[src/rtl/ytydla_cmac_accu_ctrl.sv]
// CMAC accumulation-tree sequencer: issues one pass at a time, sums tree results.
// Optional YTYDLA_CMAC_ACCU_CTRL_SAT_EN selects a signed saturating job sum.
module ytydla_cmac_accu_ctrl #(
  parameter int DATA_W = 32,
  parameter int PASS_W = 8
) (
  input  logic              ytydla_core_clk,
  input  logic              ytydla_core_rst_n,
  input  logic              job_valid,
  output logic              job_ready,
  input  logic [PASS_W-1:0] job_passes,
  input  logic              cmac_data_valid,
  output logic              cmac_data_ready,
  output logic              ctrl2accu_valid,
  input  logic              accu2ctrl_valid,
  input  logic [DATA_W-1:0] accu2ctrl_aggregation,
  output logic              result_valid,
  output logic [DATA_W-1:0] result_data,
  input  logic              result_ready,
  output logic              busy,
  output logic              err_unexp
);

  typedef enum logic [1:0] {
    IDLE,
    ISSUE,
    WAIT,
    DONE
  } state_t;

  state_t              r_state;
  state_t              w_state_nxt;
  logic [DATA_W-1:0]   r_sum;
  logic [PASS_W-1:0]   r_pass_cnt;
  logic [PASS_W-1:0]   r_passes_q;
  logic                r_err;
  logic [DATA_W-1:0]   w_sum_nxt;
  logic                w_accept;
  logic                w_strobe;
  logic                w_last;

  assign w_accept = (r_state == IDLE) && job_valid;
  assign w_strobe = (r_state == WAIT) && accu2ctrl_valid;
  assign w_last   = (r_pass_cnt == (r_passes_q - PASS_W'(1)));

`ifdef YTYDLA_CMAC_ACCU_CTRL_SAT_EN
  logic [DATA_W-1:0] w_add;
  logic              w_ovf;
  assign w_add = r_sum + accu2ctrl_aggregation;
  // Overflow only when both operands share a sign the result lacks.
  assign w_ovf = (r_sum[DATA_W-1] == accu2ctrl_aggregation[DATA_W-1]) &&
                 (w_add[DATA_W-1] != r_sum[DATA_W-1]);
  assign w_sum_nxt = !w_ovf ? w_add :
                     r_sum[DATA_W-1] ? {1'b1, {(DATA_W-1){1'b0}}} :
                                       {1'b0, {(DATA_W-1){1'b1}}};
`else
  assign w_sum_nxt = r_sum + accu2ctrl_aggregation;
`endif

  always_comb begin
    w_state_nxt     = r_state;
    job_ready       = 1'b0;
    cmac_data_ready = 1'b0;
    ctrl2accu_valid = 1'b0;
    result_valid    = 1'b0;
    unique case (r_state)
      IDLE: begin
        job_ready = 1'b1;
        if (job_valid) w_state_nxt = ISSUE;
      end
      ISSUE: begin
        cmac_data_ready = 1'b1;
        ctrl2accu_valid = cmac_data_valid;
        if (cmac_data_valid) w_state_nxt = WAIT;
      end
      WAIT: begin
        if (accu2ctrl_valid) w_state_nxt = w_last ? DONE : ISSUE;
      end
      DONE: begin
        result_valid = 1'b1;
        if (result_ready) w_state_nxt = IDLE;
      end
      default: w_state_nxt = IDLE;
    endcase
  end

  always_ff @(posedge ytydla_core_clk or negedge ytydla_core_rst_n) begin
    if (!ytydla_core_rst_n) begin
      r_state    <= IDLE;
      r_sum      <= '0;
      r_pass_cnt <= '0;
      r_passes_q <= '0;
      r_err      <= 1'b0;
    end else begin
      r_state <= w_state_nxt;
      if (w_accept) begin
        r_passes_q <= (job_passes == '0) ? PASS_W'(1) : job_passes;
        r_sum      <= '0;
        r_pass_cnt <= '0;
      end
      if (w_strobe) begin
        r_sum      <= w_sum_nxt;
        r_pass_cnt <= r_pass_cnt + PASS_W'(1);
      end
      if (accu2ctrl_valid && (r_state != WAIT)) r_err <= 1'b1;
    end
  end

  assign result_data = r_sum;
  assign busy        = (r_state != IDLE);
  assign err_unexp   = r_err;

endmodule

[config.mk]
export PLATFORM = sky130hd
export DESIGN_NAME = ytydla_cmac_accu_ctrl
export DESIGN_NICKNAME = d
export VERILOG_FILES = /design/src/rtl/ytydla_cmac_accu_ctrl.sv
export SDC_FILE = /design/constraint.sdc
export NUM_CORES = 1
export LEC_CHECK = 0
export CAP_MARGIN = 10
export CORE_MARGIN = 1
export CORE_UTILIZATION = 52
export CTS_CLUSTER_SIZE = 40
export DETAILED_ROUTE_END_ITERATION = 8
export GPL_ROUTABILITY_DRIVEN = 1
export PLACE_DENSITY = 0.82
export REMOVE_ABC_BUFFERS = 1
export SLEW_MARGIN = 0
export SYNTH_ARGS = -nofsm -noshare
export SYNTH_HDL_FRONTEND = slang
export SYNTH_SLANG_ARGS = --single-unit
[constraint.sdc]
create_clock -name ytydla_core_clk -period 7.3 [get_ports ytydla_core_clk]
set_input_delay 1.825 -clock ytydla_core_clk [delete_from_list [all_inputs] [get_ports ytydla_core_clk]]
set_output_delay 1.825 -clock ytydla_core_clk [all_outputs]
set_load 0.01 [all_outputs]
==> metrics.yaml, run 1 <==
drt:
  first_iter_violations: 193
  drt-wirelength-per-cell_um: 14.91
  routed.top_layer: "met4"
  route.detailed.drc: 0
  wl_met3_um: 318
  wl_met2_mm: 4.507
  vias_per_cell: 5.751
  vias: 3508
  routed_wl_mm: 9.098
  met1Wirelength_mm: 4.126
  drtPass1Iterations: 4
  route.antenna.remaining_nets: 0
clock_network:
  clkTransAtPathRegs_ns: 0.10
  cts_tree: "done"
  clock_latency_ns: 0.31
  root_buffer: "clkbuf_8"
  hold_buffers: 0
  cts_buffer_depth: 2
  post-cts-setup-buffer-count: 0
  cts.sinks: 51
  htreeDepth: 2
  cts_resized: 0
  numCtsBuffers: 5
cells_and_area:
  nets: 593
  seq_area_um2: 1276
  syn_to_final_growth_pct: 25.45
  drive_above_1_share: 0.05058
  multi_input_area_um2: 2431
  n_antenna_cell: 0
  nFillCells: 574
sta:
  hold_violations: 0
  finalSetupViolCount: 0
  fin_crit_ns: 4.813
  fmax_ghz: 0.2078
  setup_tns_ns: 0
  tightest_slew_ns: 0.7976
  slew_headroom: 0.4608
  finalMaxSlewViolations: 0
  finClkSkew_ns: 0.009678
  rsz0062_at_grt: "false"
  finalCritPeriodShare: 0.6593
synth:
  synthTopCellsByArea: "dfrtp_1 (33%), ha_1 (11%), o21ai_0 (6.3%)"
  yosysTopAreaCell: "dfrtp_1"
  synth_seq_cells: 51
  postSynth.asyncResetShare: 1.000
  synth-main-ff-cell: "dfrtp_1"
  synth_seq_area_share: 0.3324
  syn_area_um2: 3840
  ys.warnings.count: 0
  ys_top_cells_by_count: "dfrtp_1 (51), nand2_1 (51), o21ai_0 (48)"
  syn_inst: 439
  synth_top_area_frac: 0.3324
  avgSynthCellArea_um2: 8.747
  synth_edf_count: 0
  synth_cell_type_count: 58
placed_design:
  dp.final_hpwl_mm: 6.711
  place.gp.congestion: 0.8839
  port_buffers: 83
grt:
  grt_pass1_wl_mm: 15.14
  antenna_found_initial: 0
  overflow: 0
  grtUsageTotal: 0.2453
  grt_max_degree: 52
  grt_pass1_vias: 3462
worst_setup_path:
  cp_max_fo: 2
  critPathLaunchType: "input port"
  path_class: "in2out"
  ff2ff_setup_slack_ns: 4.17
  worst_ep_required_time_ns: 5.48
  end_kind: "primary output"
  cp_data_arrival_time_ns: 2.99
floorplanning:
  die_w_um: 87.94
  die_height_um: 87.94
  io_pins: 84
  start_util: 0.5530
  dieArea_um2: 7733
  fp-row-count: 30
  core_area_um2: 6944
run_status:
  status: "completed"
power_and_ir_drop:
  p_leak_nw: 2.113
  p_total_mw: 1.608
  ir_worst_vdd_mv: 0.1575
  power.density_nw_per_um2: 333.9
min_path:
  min_path_type: "reg2reg"
run:
  drv_cap: 0
[worst paths after layout]
path,from,endpoint,depth (start not counted)
max in group asynchronous,ytydla_core_rst_n,result_data[1],2
worst max register to register,result_data[0],result_data[28],12
worst min-delay path,err_unexp,err_unexp,1
min in group asynchronous,ytydla_core_rst_n,result_data[3],2
worst min register to register,err_unexp,err_unexp,1
worst max-delay path,cmac_data_valid,ctrl2accu_valid,3
[stage by stage]
step / cells / worst slack (ns) / utilization / hold slack [ns] / area [um2]
after detailed placement: 602 / 2.282 / 0.6804 / 0.4732 / 4725
after floorplan: 421 / 3.179 / - / 0.4778 / 3764
after global placement: 602 / 2.408 / 0.6804 / 0.4604 / 4725
final: 610 / 2.487 / 0.6937 / 0.4936 / 4817
after global routing: 610 / 2.362 / 0.6937 / 0.5059 / 4817
after CTS: 610 / 2.486 / 0.6937 / 0.4982 / 4817
[routing by layer]
| metal | vias to the layer above | track usage |
|---|---|---|
| li1 | 1764 | - |
| met4 | 0 | 0.06855 |
| met1 | 1659 | 0.3098 |
| met5 | - | 0 |
| met3 | 13 | 0.03016 |
| met2 | 72 | 0.4397 |
[state kept, by name (all words and copies together) (netlist names)]
register and cells:
result_data 32, err_unexp 1, r_state 2, r_passes_q 8, r_pass_cnt 8
[cell usage in the layout, fill, tap and decap left out, types with 4 or more instances in the layout]
master           count
clkdlybuf4s50_1     82
nand2_1             51
dfrtp_1             51
o21ai_0             48
ha_1                33
a21oi_1             31
nor2_1              20
xor2_1              17
inv_1               15
xnor2_1             15
nand3_1             14
a21o_1              12
mux2_2               7
nor2b_1              6
nor3_1               6
mux2i_1              6
o21a_1               5
o31ai_1              5
o21bai_1             5
and3_1               5
nand2b_1             5
clkbuf_8             5
and2_1               4
o211ai_1             4
a22o_1               4
[kinds of logic (layout without fill, tap and decap cells)]
kind of cell	after synthesis	count (layout)	synth area share
and+or+nand+nor	128	128	0.1603
DFF	51	51	0.3324
adders and majority gates	34	34	0.1127
AOI/OAI and AO/OA	148	148	0.2509
buffers and inverters	33	108	0.03454
muxes	13	13	0.03617
xor gates and xnor gates	32	32	0.07299
[critical path: stages]
cell	delay, ns
clkdlybuf4s50_1	0.47
and2_1	0.14
clkdlybuf4s50_1	0.55
[layout make-up]
cell class	instances	share of cell area
multi-input combinational	355	0.5047
clock buffer	5	0.01429
sequential	51	0.2649
clock inverter	3	0.004935
tap	96	0.02494
inverter	15	0.01169
timing repair buffer	85	0.1745
[power by group]
part           switching (mW)  total (mW)  internal (mW)
sequential             0.0976       0.476          0.378
combinational           0.488       0.959          0.472
clock                   0.104       0.173         0.0689
total                   0.690        1.61          0.919
Note: power is estimated with default switching activity, not from simulation.
==> run 2, diff against run 1 <==
==> constraint.sdc (replaced) <==
create_clock -name ytydla_core_clk -period 4.5 [get_ports ytydla_core_clk]
set_input_delay 1.125 -clock ytydla_core_clk [delete_from_list [all_inputs] [get_ports ytydla_core_clk]]
set_output_delay 1.125 -clock ytydla_core_clk [all_outputs]
set_load 0.01 [all_outputs]
==> metrics.yaml, run 2 (same netlist as run 1, synthesis figures left out) <==
clock_network:
  root_buffer: "clkbuf_8"
  cts_tree: "done"
  cts.sinks: 51
  clock_latency_ns: 0.31
  cts_resized: 0
  cts_buffer_depth: 2
  numCtsBuffers: 5
  post-cts-setup-buffer-count: 0
  hold_buffers: 0
  clkTransAtPathRegs_ns: 0.10
  htreeDepth: 2
grt:
  grt_pass1_wl_mm: 15.70
  overflow: 0
  gr-usage-met3: 0.02733
  use_met1: 0.3292
  grtUsageMet2: 0.4538
  antenna_found_initial: 0
  grt_pass1_vias: 3386
  grt_max_degree: 38
  grtUsageTotal: 0.2581
  grt_busiest_layer: "met2"
worst_setup_path:
  cp_data_arrival_time_ns: 4.13
  path_class: "in2reg"
  critPathLaunchType: "input port"
  end_kind: "register"
  worst_ep_required_time_ns: 4.70
  startpoint: "accu2ctrl_aggregation[0]"
  cp_max_fo: 4
  timing.rr.start: "result_data[0]"
sta:
  rsz0062_at_grt: "false"
  hold_slack_ns: 0.5150
  hold_violations: 0
  finalMaxSlewViolations: 0
  finalCritPeriodShare: 0.8721
  slew_headroom: 0.4628
  finalSetupViolCount: 0
  setup_tns_ns: 0
  fin_crit_ns: 3.924
  tightest_slew_ns: 0.7946
  worst_slack_ns: 0.5757
  finClkSkew_ns: 0.01069
  fmax_ghz: 0.2548
floorplanning:
  die_w_um: 87.94
  io_pins: 84
  core_area_um2: 6944
  die_height_um: 87.94
  start_util: 0.5530
  fp-row-count: 30
  dieArea_um2: 7733
drt:
  first_iter_violations: 220
  vias_per_cell: 5.822
  route.detailed.drc: 0
  drtPass1Iterations: 5
  vias: 3557
  drt-wirelength-per-cell_um: 15.68
  routed_wl_mm: 9.583
  route.antenna.remaining_nets: 0
cells_and_area:
  final_util: 0.6977
  layout.cells.non_filler: 611
  largest_reg_flops: 32
  drive_above_1_share: 0.05243
  final_cell_mix: "clkdlybuf4s50_1 (82), nand2_1 (51), dfrtp_1 (51)"
  n_antenna_cell: 0
  syn_to_final_growth_pct: 26.16
  final_common_cell: "clkdlybuf4s50_1"
  nFillCells: 572
  nets: 594
min_path:
  hold_path_startpoint: "err_unexp"
  min_path_type: "reg2reg"
placed_design:
  dp_slack_ns: 0.2376
  place.gp.congestion: 0.8626
  place_inst: 603
  port_buffers: 83
  dp.final_hpwl_mm: 7.071
run:
  drv_cap: 0
power_and_ir_drop:
  ir_worst_vdd_mv: 0.2730
  p_leak_nw: 2.135
  power.density_nw_per_um2: 554.2
run_status:
  status: "completed"
[run 2: worst max-delay path: stages]
cell and delay, ns:
clkdlybuf4s50_1 0.47, ha_1 0.20, inv_1 0.07, fa_1 0.41, nor2b_1 0.16, o31ai_1 0.10, a221oi_1 0.40, o21bai_1 0.15
a21oi_1 0.24, nor2_1 0.15, o31ai_1 0.30, mux2i_1 0.25, nand3_1 0.09
[run 2: cell type report]
cell class	instances	area [um2]	share of cell area
clock buffer	5	68.82	0.01420
clock inverter	3	43.79	0.009039
inverter	15	56.30	0.01162
multi-input combinational	355	2431	0.5018
sequential	51	1276	0.2634
tap	96	120.1	0.02479
timing repair buffer	86	848.3	0.1751
[run 2: final timing paths]
path	depth (start not counted)	slack [ns]	end
worst max-delay path	13	0.58	result_data[28]
worst min-delay path	1	0.52	err_unexp
worst max register to register	12	1.46	result_data[28]
worst min register to register	1	0.52	err_unexp
max in group asynchronous	2	2.88	r_passes_q[5]
min in group asynchronous	1	0.81	result_data[5]
[run 2: metrics by stage]
stage                     area, um2  power (mW)
after global placement         4732       2.287
final                          4845       2.685
after global routing           4845       2.898
after detailed placement       4732       2.350
after floorplan                3764       1.790
after CTS                      4845       2.693
[run 2: layer usage]
metal / vias up / share of wire
met5: - / 0
met4: 0 / 0.020
met2: 92 / 0.50
met3: 18 / 0.041
li1: 1756 / -
met1: 1691 / 0.44
[run 2: where the power goes]
part / switching (mW) / internal (mW)
sequential: 0.163 / 0.614
combinational: 0.808 / 0.767
clock: 0.167 / 0.166
total: 1.14 / 1.55
